**src/rtl/video_pkg.sv**
```systemverilog
// Shared constants and helpers for the text-mode video pipeline.
package video_pkg;

    localparam int POS_W          = 10;
    localparam int DEF_COLS       = 64;
    localparam int DEF_ROWS       = 32;
    localparam int DEF_CHAR_W     = 8;
    localparam int DEF_CHAR_H     = 16;
    localparam int DEF_BLINK_LOG2 = 5;

    function automatic int clog2(input int value);
        int r;
        int v;
        r = 0;
        v = value - 1;
        while (v > 0) begin
            r++;
            v = v >> 1;
        end
        return r;
    endfunction

    localparam int GLYPH_ROW_W = clog2(DEF_CHAR_H);

endpackage

```
**src/rtl/video_text_addr.sv**
```systemverilog
// Screen-memory address generator: scroll origin plus cell offset,
// wrapped into the screen buffer with one conditional subtract.
module video_text_addr
    import video_pkg::*;
#(
    parameter int COLS   = DEF_COLS,
    parameter int ROWS   = DEF_ROWS,
    parameter int CHAR_W = DEF_CHAR_W,
    parameter int CHAR_H = DEF_CHAR_H,
    parameter int AW     = clog2(COLS * ROWS)
) (
    input  logic [POS_W-1:0] h_pos,
    input  logic [POS_W-1:0] v_pos,
    input  logic [AW-1:0]    base_addr,
    output logic [AW-1:0]    char_a
);

    localparam int CW    = clog2(CHAR_W);
    localparam int RW    = clog2(CHAR_H);
    localparam int TOTAL = COLS * ROWS;
    localparam int SW    = 24;

    logic [SW-1:0] cell_col;
    logic [SW-1:0] cell_row;
    logic [SW-1:0] sum;

    assign cell_col = SW'(h_pos >> CW);
    assign cell_row = SW'(v_pos >> RW);
    assign sum      = SW'(base_addr) + cell_row * SW'(COLS) + cell_col;

    // Only in-area positions are guaranteed to fit one wrap; others are blanked downstream.
    assign char_a = (sum >= SW'(TOTAL)) ? AW'(sum - SW'(TOTAL)) : AW'(sum);

endmodule

```
**src/rtl/video_text_pipe.sv**
```systemverilog
// Two-stage text-mode pixel pipeline: H/V position in, pixel and delayed syncs out.
// Define VIDEO_TEXT_CURSOR_BLINK_EN to blink the cursor from a VSYNC frame counter.
module video_text_pipe
    import video_pkg::*;
#(
    parameter int  COLS       = DEF_COLS,
    parameter int  ROWS       = DEF_ROWS,
    parameter int  CHAR_W     = DEF_CHAR_W,
    parameter int  CHAR_H     = DEF_CHAR_H,
    parameter int  BLINK_LOG2 = DEF_BLINK_LOG2,
    localparam int AW         = clog2(COLS * ROWS),
    localparam int RW         = clog2(CHAR_H),
    localparam int GW         = 7 + RW
) (
    input  logic             CLK,
    input  logic             RESET,
    input  logic             HSYNC_IN,
    input  logic             VSYNC_IN,
    input  logic             HBLANK,
    input  logic             VBLANK,
    input  logic [POS_W-1:0] H_POS,
    input  logic [POS_W-1:0] V_POS,
    input  logic [AW-1:0]    BASE_ADDR,
    input  logic [AW-1:0]    CURSOR_ADDR,
    input  logic             CURSOR_EN,
    input  logic [RW-1:0]    CURSOR_START,
    input  logic [RW-1:0]    CURSOR_END,
    output logic [AW-1:0]    CHAR_A,
    input  logic [7:0]       CHAR,
    output logic [GW-1:0]    CGROM_A,
    input  logic [7:0]       CHAR_DATA,
    output logic             HSYNC,
    output logic             VSYNC,
    output logic             OUT
);

    localparam int CW = clog2(CHAR_W);

    video_text_addr #(
        .COLS   (COLS),
        .ROWS   (ROWS),
        .CHAR_W (CHAR_W),
        .CHAR_H (CHAR_H),
        .AW     (AW)
    ) u_addr (
        .h_pos     (H_POS),
        .v_pos     (V_POS),
        .base_addr (BASE_ADDR),
        .char_a    (CHAR_A)
    );

    logic area0;
    assign area0 = ((H_POS >> CW) < POS_W'(COLS)) && ((V_POS >> RW) < POS_W'(ROWS));

    // Stage 1: screen memory is being read, glyph address is formed.
    logic [RW-1:0] row1;
    logic [CW-1:0] col1;
    logic          blank1;
    logic          hs1;
    logic          vs1;
    logic          area1;
    logic          hit1;
    logic [RW-1:0] cs1;
    logic [RW-1:0] ce1;

    // Stage 2: glyph row is being read, pixel is selected.
    logic [CW-1:0] col2;
    logic          blank2;
    logic          hs2;
    logic          vs2;
    logic          area2;
    logic          inv2;
    logic          cur2;

    always_ff @(posedge CLK) begin
        if (RESET) begin
            row1   <= '0;
            col1   <= '0;
            blank1 <= 1'b0;
            hs1    <= 1'b0;
            vs1    <= 1'b0;
            area1  <= 1'b0;
            hit1   <= 1'b0;
            cs1    <= '0;
            ce1    <= '0;
            col2   <= '0;
            blank2 <= 1'b0;
            hs2    <= 1'b0;
            vs2    <= 1'b0;
            area2  <= 1'b0;
            inv2   <= 1'b0;
            cur2   <= 1'b0;
        end else begin
            row1   <= V_POS[RW-1:0];
            col1   <= H_POS[CW-1:0];
            blank1 <= HBLANK | VBLANK;
            hs1    <= HSYNC_IN;
            vs1    <= VSYNC_IN;
            area1  <= area0;
            hit1   <= CURSOR_EN && (CHAR_A == CURSOR_ADDR);
            cs1    <= CURSOR_START;
            ce1    <= CURSOR_END;
            col2   <= col1;
            blank2 <= blank1;
            hs2    <= hs1;
            vs2    <= vs1;
            area2  <= area1;
            inv2   <= CHAR[7];
            cur2   <= hit1 && (cs1 <= row1) && (row1 <= ce1);
        end
    end

    assign CGROM_A = {CHAR[6:0], row1};

    logic blink;
`ifdef VIDEO_TEXT_CURSOR_BLINK_EN
    logic [BLINK_LOG2-1:0] frame_cnt;
    logic                  vs_prev;

    always_ff @(posedge CLK) begin
        if (RESET) begin
            frame_cnt <= '0;
            vs_prev   <= 1'b0;
        end else begin
            vs_prev <= VSYNC_IN;
            if (VSYNC_IN && !vs_prev)
                frame_cnt <= frame_cnt + 1'b1;
        end
    end

    // Visible during the first half of the counter period.
    assign blink = ~frame_cnt[BLINK_LOG2-1];
`else
    localparam bit BLINK_STEADY = (BLINK_LOG2 >= 0);
    assign blink = BLINK_STEADY;
`endif

    logic [2:0] bit_idx;
    assign bit_idx = 3'd7 - 3'(col2);

    assign HSYNC = hs2;
    assign VSYNC = vs2;
    assign OUT   = area2 && !blank2 && (CHAR_DATA[bit_idx] ^ inv2 ^ (cur2 && blink));

endmodule

```
**config.mk**
```make
export PLATFORM = sky130hd
export DESIGN_NAME = video_text_pipe
export DESIGN_NICKNAME = d
export VERILOG_FILES = /design/src/rtl/video_pkg.sv /design/src/rtl/video_text_addr.sv /design/src/rtl/video_text_pipe.sv
export SDC_FILE = /design/constraint.sdc
export NUM_CORES = 1
export LEC_CHECK = 0
export CORE_MARGIN = 8
export CORE_UTILIZATION = 43
export CTS_BUF_LIST = sky130_fd_sc_hd__clkbuf_8 sky130_fd_sc_hd__clkbuf_16
export CTS_CLUSTER_DIAMETER = 30
export DETAILED_ROUTE_END_ITERATION = 10
export GPL_ROUTABILITY_DRIVEN = 0
export PLACE_DENSITY = 0.95
export SLEW_MARGIN = 10
export SYNTH_ARGS = -nofsm -noshare
export SYNTH_HDL_FRONTEND = slang
export SYNTH_SLANG_ARGS = --single-unit
```
**constraint.sdc**
```tcl
create_clock -name CLK -period 6.29 [get_ports CLK]
set_input_delay 0.9435 -clock CLK [delete_from_list [all_inputs] [get_ports CLK]]
set_output_delay 0.9435 -clock CLK [all_outputs]
set_load 0.05 [all_outputs]
```
## Word-level counts from Yosys, hierarchy flattened

Index checks and enable logic that the tools add are counted.

- Output and inout bits: 25
- Word-level logic and storage cells: 40
- Register bits: 29

- Reductions and logical operators: 7
- Order comparisons: 6
- Eq/ne operators: 1
- Add/subtract/negate cells: 4
- Muxes and demuxes: 3
- Bitwise logic cells: 3

Operators with widths:

| kind | count |
|---|---|
| $ge A24 B12 Y1 const B | 1 |
| $add A13 B7 Y14 | 1 |
| $add A11 B12 Y13 | 1 |
| $eq A11 B11 Y1 | 1 |
| $mux W11 | 1 |
| $sub A11 B1 Y11 const B | 1 |
| $le A4 B4 Y1 | 2 |
| $lt A7 B7 Y1 const B | 1 |
| $logic_and A1 B1 Y1 | 6 |
| $lt A6 B6 Y1 const B | 1 |
| $lt A3 B4 Y1 const B | 1 |
| $bmux W1 S3 | 1 |
| $sub A3 B3 Y3 const A | 1 |
| $xor A1 B1 Y1 | 2 |
| $logic_not A1 Y1 | 1 |
| $mux W1 | 1 |
| $or A1 B1 Y1 | 1 |

## Longest topological paths before layout

Gate-level depths: netlist (run 1).

- Depth in word-level cells: 6
- Mapped depth: 10
- Mapped depth without buffers: 10

## Modules after synthesis

A second synthesis (run 1) with hierarchy kept.

- Cells, all modules: 187
- Area, all modules: 1799.2 µm²

Modules (own cells, without submodules):

| module | cells an instance | area each (µm²) | instances |
|---|---|---|---|
| video_text_pipe | 122 | 1237.4 | 1 |
| video_text_addr | 65 | 561.8 | 1 |

## Least setup slack after synthesis (run 1)

Ideal clock, no wire load.

- Kind: input port to output port
- From: input H_POS[9]
- To: output CHAR_A[9]
- Stages on the path: 7
- Setup slack: 1.776 ns
- Data arrival time: 3.571 ns
- Cells stage by stage: inv_1 fa_1 inv_1 ha_1 and3_1 a221oi_2 o311ai_1

- Cells in the longest elaborated chain, start to end: 3

Ends and longest elaborated chain:

| item | line | RTL |
|---|---|---|
| start, declared | video_text_pipe.sv:21 | `input logic [POS_W-1:0] H_POS,` |
| $add A13 B7 Y14 * | video_text_addr.sv:29 | `assign sum = SW'(base_addr) + cell_row * SW'(COLS) + cell_col;` |
| $ge A24 B12 Y1 / $sub A11 B1 Y11 (equally long branches) | video_text_addr.sv:32 | `assign char_a = (sum >= SW'(TOTAL)) ? AW'(sum - SW'(TOTAL)) : AW'(sum);` |
| $mux W11 * | video_text_addr.sv:32 |  |
| end, declared | video_text_pipe.sv:28 | `output logic [AW-1:0] CHAR_A,` |

Every way passes the cells marked *; elsewhere a longest branch is shown, timed or not.

## Worst setup path in the final report (run 1)

Same ends and word-level chain as after synthesis.

==> metrics, run 1 <==
status finished clean; Rows 24; final instance area 0.00279 mm²; Crit. End Element output pin; arrival time worst endpoint 4.25 ns; top_reg_cell synth dfxtp_1; Slew Limit Headroom 0.370; area grow syn2layout 48.8%; sequential cell area about 580 µm²; met2 Use GR 0.267; Worst Hold Class reg2reg; Final Slew Violations 0; RSZ-0062 raised after global routing no; Gate Count Post-Synth 185; Worst setup SP type primary input; # fillers 344; Bufs on Longest Clock Path 2; worst vdd ir around 0.10 mV; Tcrit/Tclk final 0.825; H-tree depth 2; Via-to-Cell Ratio 4.95; Leak 1.18 nW; cells along the critical path clkdlybuf4s50_1 > inv_1 > fa_1 > inv_1 > ha_1 > and3_1 > a221oi_2 > nand3_1 > o311ai_1 > clkdlybuf4s50_1; antenna violations before repair 0; Post-synth EDFFs 0; Distinct cells, synth just over 40; Slowest-stage cell, CP clkdlybuf4s50_1; busiest grt layer met2; die width 82 µm; r2r startpoint row1[1]$_SDFF_PP0_; hpwl dp 3970 µm; post-synthesis mux area share 0.0294; global route total overflow 0; syn_area_per_cell 10.1 µm²; Worst-path clk slew around 0.050 ns; Final Hold Viols 0; final WL roughly 4500 µm; crit path time final 5.19 ns; vias in the first global route 1673; Worst Path Required 5.35 ns; worst slew pin tran 0.943 ns; Iter 0 DRT Violations 38; Crit path max-delay family buffers and inverters; reg2reg end cur2$_SDFF_PP0_; share of flip-flops with an asynchronous set or reset 0; DR vias 1563; Fmax 193 MHz; xor and xnor fraction of the mapped netlist area 0.120; Pwr Density 228 mW/mm²; Pre-antenna DRT Iters 4; Synth warnings 0; Skew-Pair Late Insertion Delay 0.27 ns; Setup Skew 0.00354 ns; crit-path max FO 7; Core Area 0.00426 mm²; setup bufs post-CTS 0; max cap viols 0; Residual DRC 0; commonest non-fill, non-tap cell in the layout clkdlybuf4s50_1; synthesized area 0.00187 mm²; first-pass GRT wire length ~7200 µm; Final Power 0.634 mW; NumNets Final 365; R2R Setup Slk between 4 and 5 ns; CTS tree built; Net Count, Synth approximately 290; cells on worst reg2reg path 8; share of cells above drive strength 1 0.0568; commonest cells after routing, fill and taps aside 83 x clkdlybuf4s50_1, 29 x dfxtp_1, 28 x nor2b_1; crit path kind in2out; Core Util, Final 0.653; Starting Density 0.439; WP depth 10; CTS Buf Count 5; CP peak stage delay 0.89 ns; Area after DPL 0.00270 mm²; dpl cells 309; Die H 82 µm; sequential area share after synthesis 0.310; Final Non-Filler Cells 316; post-synthesis adder-cell area fraction 0.195; met3 Usage GRT 0.0339; antenna-violating nets left 0; cts hold-fix bufs 0; Setup Viol. Count Final 0; routed wire length per instance 14.4 µm; # IOs 98; clk root buf clkbuf_8; die area 0.00672 mm²; Clock Sinks 29; post-cts sizing count 0; simple-gate share of the synthesized area 0.188; Buf+Inv Stages, Crit Path 4; FF+latch count, synth 29; PortBufs 83; compound-cell area share of the yosys netlist 0.0929; main combinational cell family by area after synthesis adder cells; largest net degree at the start of global routing 30; antenna cells 0; area of the multi-input gates 0.00117 mm²; Sum Neg Setup Slack 0 ns; Crit. Startpoint H_POS[9]; GRT Total Usage 0.138; crit path to CHAR_A[9]; global routing usage on met1 0.133
report_power, final:
part	switching (mW)	total [mW]	internal, mW
Combinational	0.159	0.293	0.134
Clock	0.0600	0.145	0.0848
Sequential	0.00344	0.196	0.193
worst reg2reg max path: stages, from the launching register on:
cell,delay (ns)
dfxtp_1,0.36
inv_1,0.06
ha_1,0.30
nor2b_1,0.13
o21ai_1,0.11
nand2b_1,0.07
a21oi_1,0.15
a41oi_1,0.06
nor4b_1,0.31
flip-flops by register name, summed over array words and instances (netlist names):
| signal | cells |
|---|---|
| hs1 | 1 |
| blank1 | 1 |
| col2 | 3 |
| col1 | 3 |
| cur2 | 1 |
| cs1 | 4 |
| hit1 | 1 |
| VSYNC | 1 |
| ce1 | 4 |
| inv2 | 1 |
| area2 | 1 |
| blank2 | 1 |
| HSYNC | 1 |
| area1 | 1 |
| vs1 | 1 |
| row1 | 4 |
routing by layer:
metal | up-vias | share of wire | routed length (µm)
met5 | - | 0 | 0
met4 | 0 | 0.016 | 74
met3 | 4 | 0.060 | 273
met2 | 39 | 0.57 | 2570
met1 | 734 | 0.36 | 1630
li1 | 786 | - | -
synth_stat cells, types with 3 or more instances:
cell type	instances	area share
dfxtp_1	29	0.31
ha_1	26	0.17
inv_1	14	0.028
nor2b_1	28	0.094
a21o_1	3	0.012
nand2_1	3	0.0060
buf_4	7	0.028
a21oi_1	6	0.016
xor2_1	8	0.037
xnor2_1	12	0.056
and3_1	3	0.010
nor2_1	5	0.010
nor3_1	3	0.0080
nand2b_1	3	0.010
area by class of cell:
class,instances,share of cell area
flip-flops and latches,29,0.208
inverters,14,0.0189
clock inverters,1,0.00135
repair buffers,83,0.298
multi-input cells,131,0.420
well taps,52,0.0233
clock buffers,6,0.0296
through the flow:
stage	setup WS [ns]	hold slack [ns]
2_1_floorplan	1.78	0.414
3_3_place_gp	1.21	0.418
3_5_place_dp	1.10	0.424
4_1_cts	1.08	0.437
5_1_grt	0.976	0.455
6_report	1.10	0.433
worst min-delay path by stage:
| stage | slack [ns] | from | depth (start not counted) | endpoint |
|---|---|---|---|---|
| 6_report | 0.43 | col1[0]$_SDFF_PP0_ | 1 | col2[0]$_SDFF_PP0_ |
| 5_1_grt | 0.46 | col1[1]$_SDFF_PP0_ | 1 | col2[1]$_SDFF_PP0_ |
| 4_1_cts | 0.44 | col1[0]$_SDFF_PP0_ | 1 | col2[0]$_SDFF_PP0_ |
| 3_5_place_dp | 0.42 | col1[2]$_SDFF_PP0_ | 1 | col2[2]$_SDFF_PP0_ |
| 3_3_place_gp | 0.42 | hs1$_SDFF_PP0_ | 1 | HSYNC$_SDFF_PP0_ |
| 2_1_floorplan | 0.41 | hs1$_SDFF_PP0_ | 1 | HSYNC$_SDFF_PP0_ |
cell families (layout without fill, tap and decap cells):
group                      after synthesis  in the layout
and+or+nand+nor                         56             56
muxes                                    3              3
adders and majority gates               28             28
buffers and inverters                   25            104
DFF                                     29             29
xor gates and xnor gates                22             22
AOI/OAI and AO/OA                       22             22
No activity file was read; power rests on OpenSTA's default activity.
==> run 2, diff against run 1 <==
Settings changed: CORE_UTILIZATION 43 to 40, PLACE_DENSITY 0.95 to 0.91.
Clock period 6.29 ns to 5 ns, I/O delays scaled along.
==> run 2 against run 1 <==
Effect of this change: register-to-register slack lost 1.2 ns; non-clock buffer count is the same; flip-flop and latch count is the same; combinational power grew 26%; clock power grew 24%; first-iteration DRC count shrank 24%; critical path depth shrank 1; highest routed layer unchanged; global-route usage shrank 0.095 points; largest power group unchanged; count of clock-buffer cells in the layout shrank 1; clock skew grew 0.00086 ns.
==> metrics, run 2 (synthesis results as in run 1) <==
max cap viols 0 (unchanged); global route total overflow 0 (unchanged); antenna-violating nets left 0 (unchanged); Hold Path Depth 1 (unchanged); arrival time worst endpoint 3.82 ns (-0.43 ns); Bufs on Longest Clock Path 2 (unchanged); Worst Path Required 4.25 ns (-1.10 ns); final instance area 0.00278 mm² (about the same); GRT Total Usage 0.137 (-0.000953); hpwl dp 3980 µm (+0.36%); Residual DRC 0 (unchanged); Crit. End Element output pin; worst vdd ir 0.191 mV (+82%); Skew-Pair Late Insertion Delay 0.27 ns (about the same); Fin Hold WS 0.436 ns (+0.00304 ns); # IOs 98 (unchanged); clk root buf clkbuf_8; DR vias 1568 (+0.32%); Final Non-Filler Cells 319 (+0.95%); Leak 1.18 nW (-0.25%); largest net degree at the start of global routing 30 (unchanged); Worst Hold Class reg2reg; Pre-antenna DRT Iters 4 (unchanged); Core Area 0.00463 mm² (+8.6%); die area 0.00713 mm² (+6.0%); H-tree depth 2 (unchanged); final WL 4600 µm (+1.1%); status finished clean; commonest non-fill, non-tap cell in the layout clkdlybuf4s50_1; share of cells above drive strength 1 0.0717 (+0.0149); routed wire length per instance 14.4 µm (+0.13%); Pwr Density 285 mW/mm² (+25%); RSZ-0062 raised after global routing no; Tcrit/Tclk final 0.913; crit path time final 4.57 ns; Clock Sinks 29 (unchanged); area grow syn2layout 48.6% (about the same); Min-Delay Startpoint col1[0]$_SDFF_PP0_; first-pass GRT wire length 7840 µm (+8.4%); antenna cells 0 (unchanged); sequential cell area 581 µm² (unchanged); Fmax 219 MHz; post-cts sizing count 0 (unchanged); vias in the first global route 1626 (-2.8%); # fillers 408 (+19%); Crit. Startpoint H_POS[9]; die width 84.4 µm (+3.0%); Worst-path clk slew 0.06 ns (about the same); Via-to-Cell Ratio 4.92 (-0.62%); PortBufs 83 (unchanged); r2r startpoint row1[1]$_SDFF_PP0_; Sum Neg Setup Slack 0 ns (unchanged); cts hold-fix bufs 0 (unchanged); Setup Skew 0.00440 ns (+0.000856 ns); Slew Limit Headroom 0.364 (-0.00572); commonest cells after routing, fill and taps aside 81 x clkdlybuf4s50_1, 29 x dfxtp_1, 28 x nor2b_1; NumNets Final 365 (unchanged); Rows 25 (+4.2%); Worst setup SP type primary input; Final Hold Viols 0 (unchanged); CTS tree built; crit path kind in2out; crit-path max FO 7 (unchanged); Regs by FF count ce1 x4, cs1 x4, row1 x4; Setup Viol. Count Final 0 (unchanged); setup bufs post-CTS 0 (unchanged); cells on worst reg2reg path 8 (unchanged); Starting Density 0.405 (-0.0347); dpl cells 311 (+0.65%); Iter 0 DRT Violations 29 (-24%); Die H 84.4 µm (+3.0%); Final Power 0.794 mW (+25%); antenna violations before repair 0 (unchanged); Area after DPL 0.00270 mm² (about the same); area of the multi-input gates 0.00117 mm² (unchanged); worst slew pin tran 0.951 ns (+0.00856 ns); Final Slew Violations 0 (unchanged); CTS Buf Count 5 (unchanged)
-- run 2: report_power, final --
| group | leakage [nW] | switching, mW | internal (mW) |
|---|---|---|---|
| logic | 0.892 | 0.202 | 0.167 |
| clock network | 0.0439 | 0.0841 | 0.0956 |
| registers | 0.240 | 0.00421 | 0.242 |
| total | 1.18 | 0.290 | 0.504 |
-- run 2: cell type report --
type,instances,share of cell area
clock buffer,5,0.0247
timing repair buffer,83,0.297
sequential,29,0.209
clock inverter,3,0.00629
multi-input combinational,131,0.421
inverter,14,0.0189
tap,54,0.0243
-- run 2: stage by stage --
stage / setup slack, ns / utilization
after global routing: 0.246 / 0.601
after floorplan: 0.873 / -
after global placement: 0.497 / 0.583
after detailed placement: 0.433 / 0.583
final: 0.434 / 0.601
after CTS: 0.416 / 0.601
-- run 2: worst paths after layout --
kind | slack [ns] | endpoint
worst max-delay path | 0.43 | CHAR_A[8]
worst min-delay path | 0.44 | col2[0]$_SDFF_PP0_
worst max register to register | 3.40 | cur2$_SDFF_PP0_
worst min register to register | 0.44 | col2[0]$_SDFF_PP0_
-- run 2: worst max-delay path: stages --
cell and delay (ns):
clkdlybuf4s50_1 0.51, inv_1 0.07, fa_1 0.53, inv_1 0.04, ha_1 0.42, nor3_1 0.09, a2111oi_1 0.45, o311ai_2 0.21
clkdlybuf4s50_1 0.74
-- run 2: layer usage --
layer	up-vias	GRT usage	routed length, µm
met5	-	0	0
met4	0	0.0615	101
met3	11	0.0302	234
met2	56	0.249	2440
met1	714	0.147	1820
li1	787	-	-
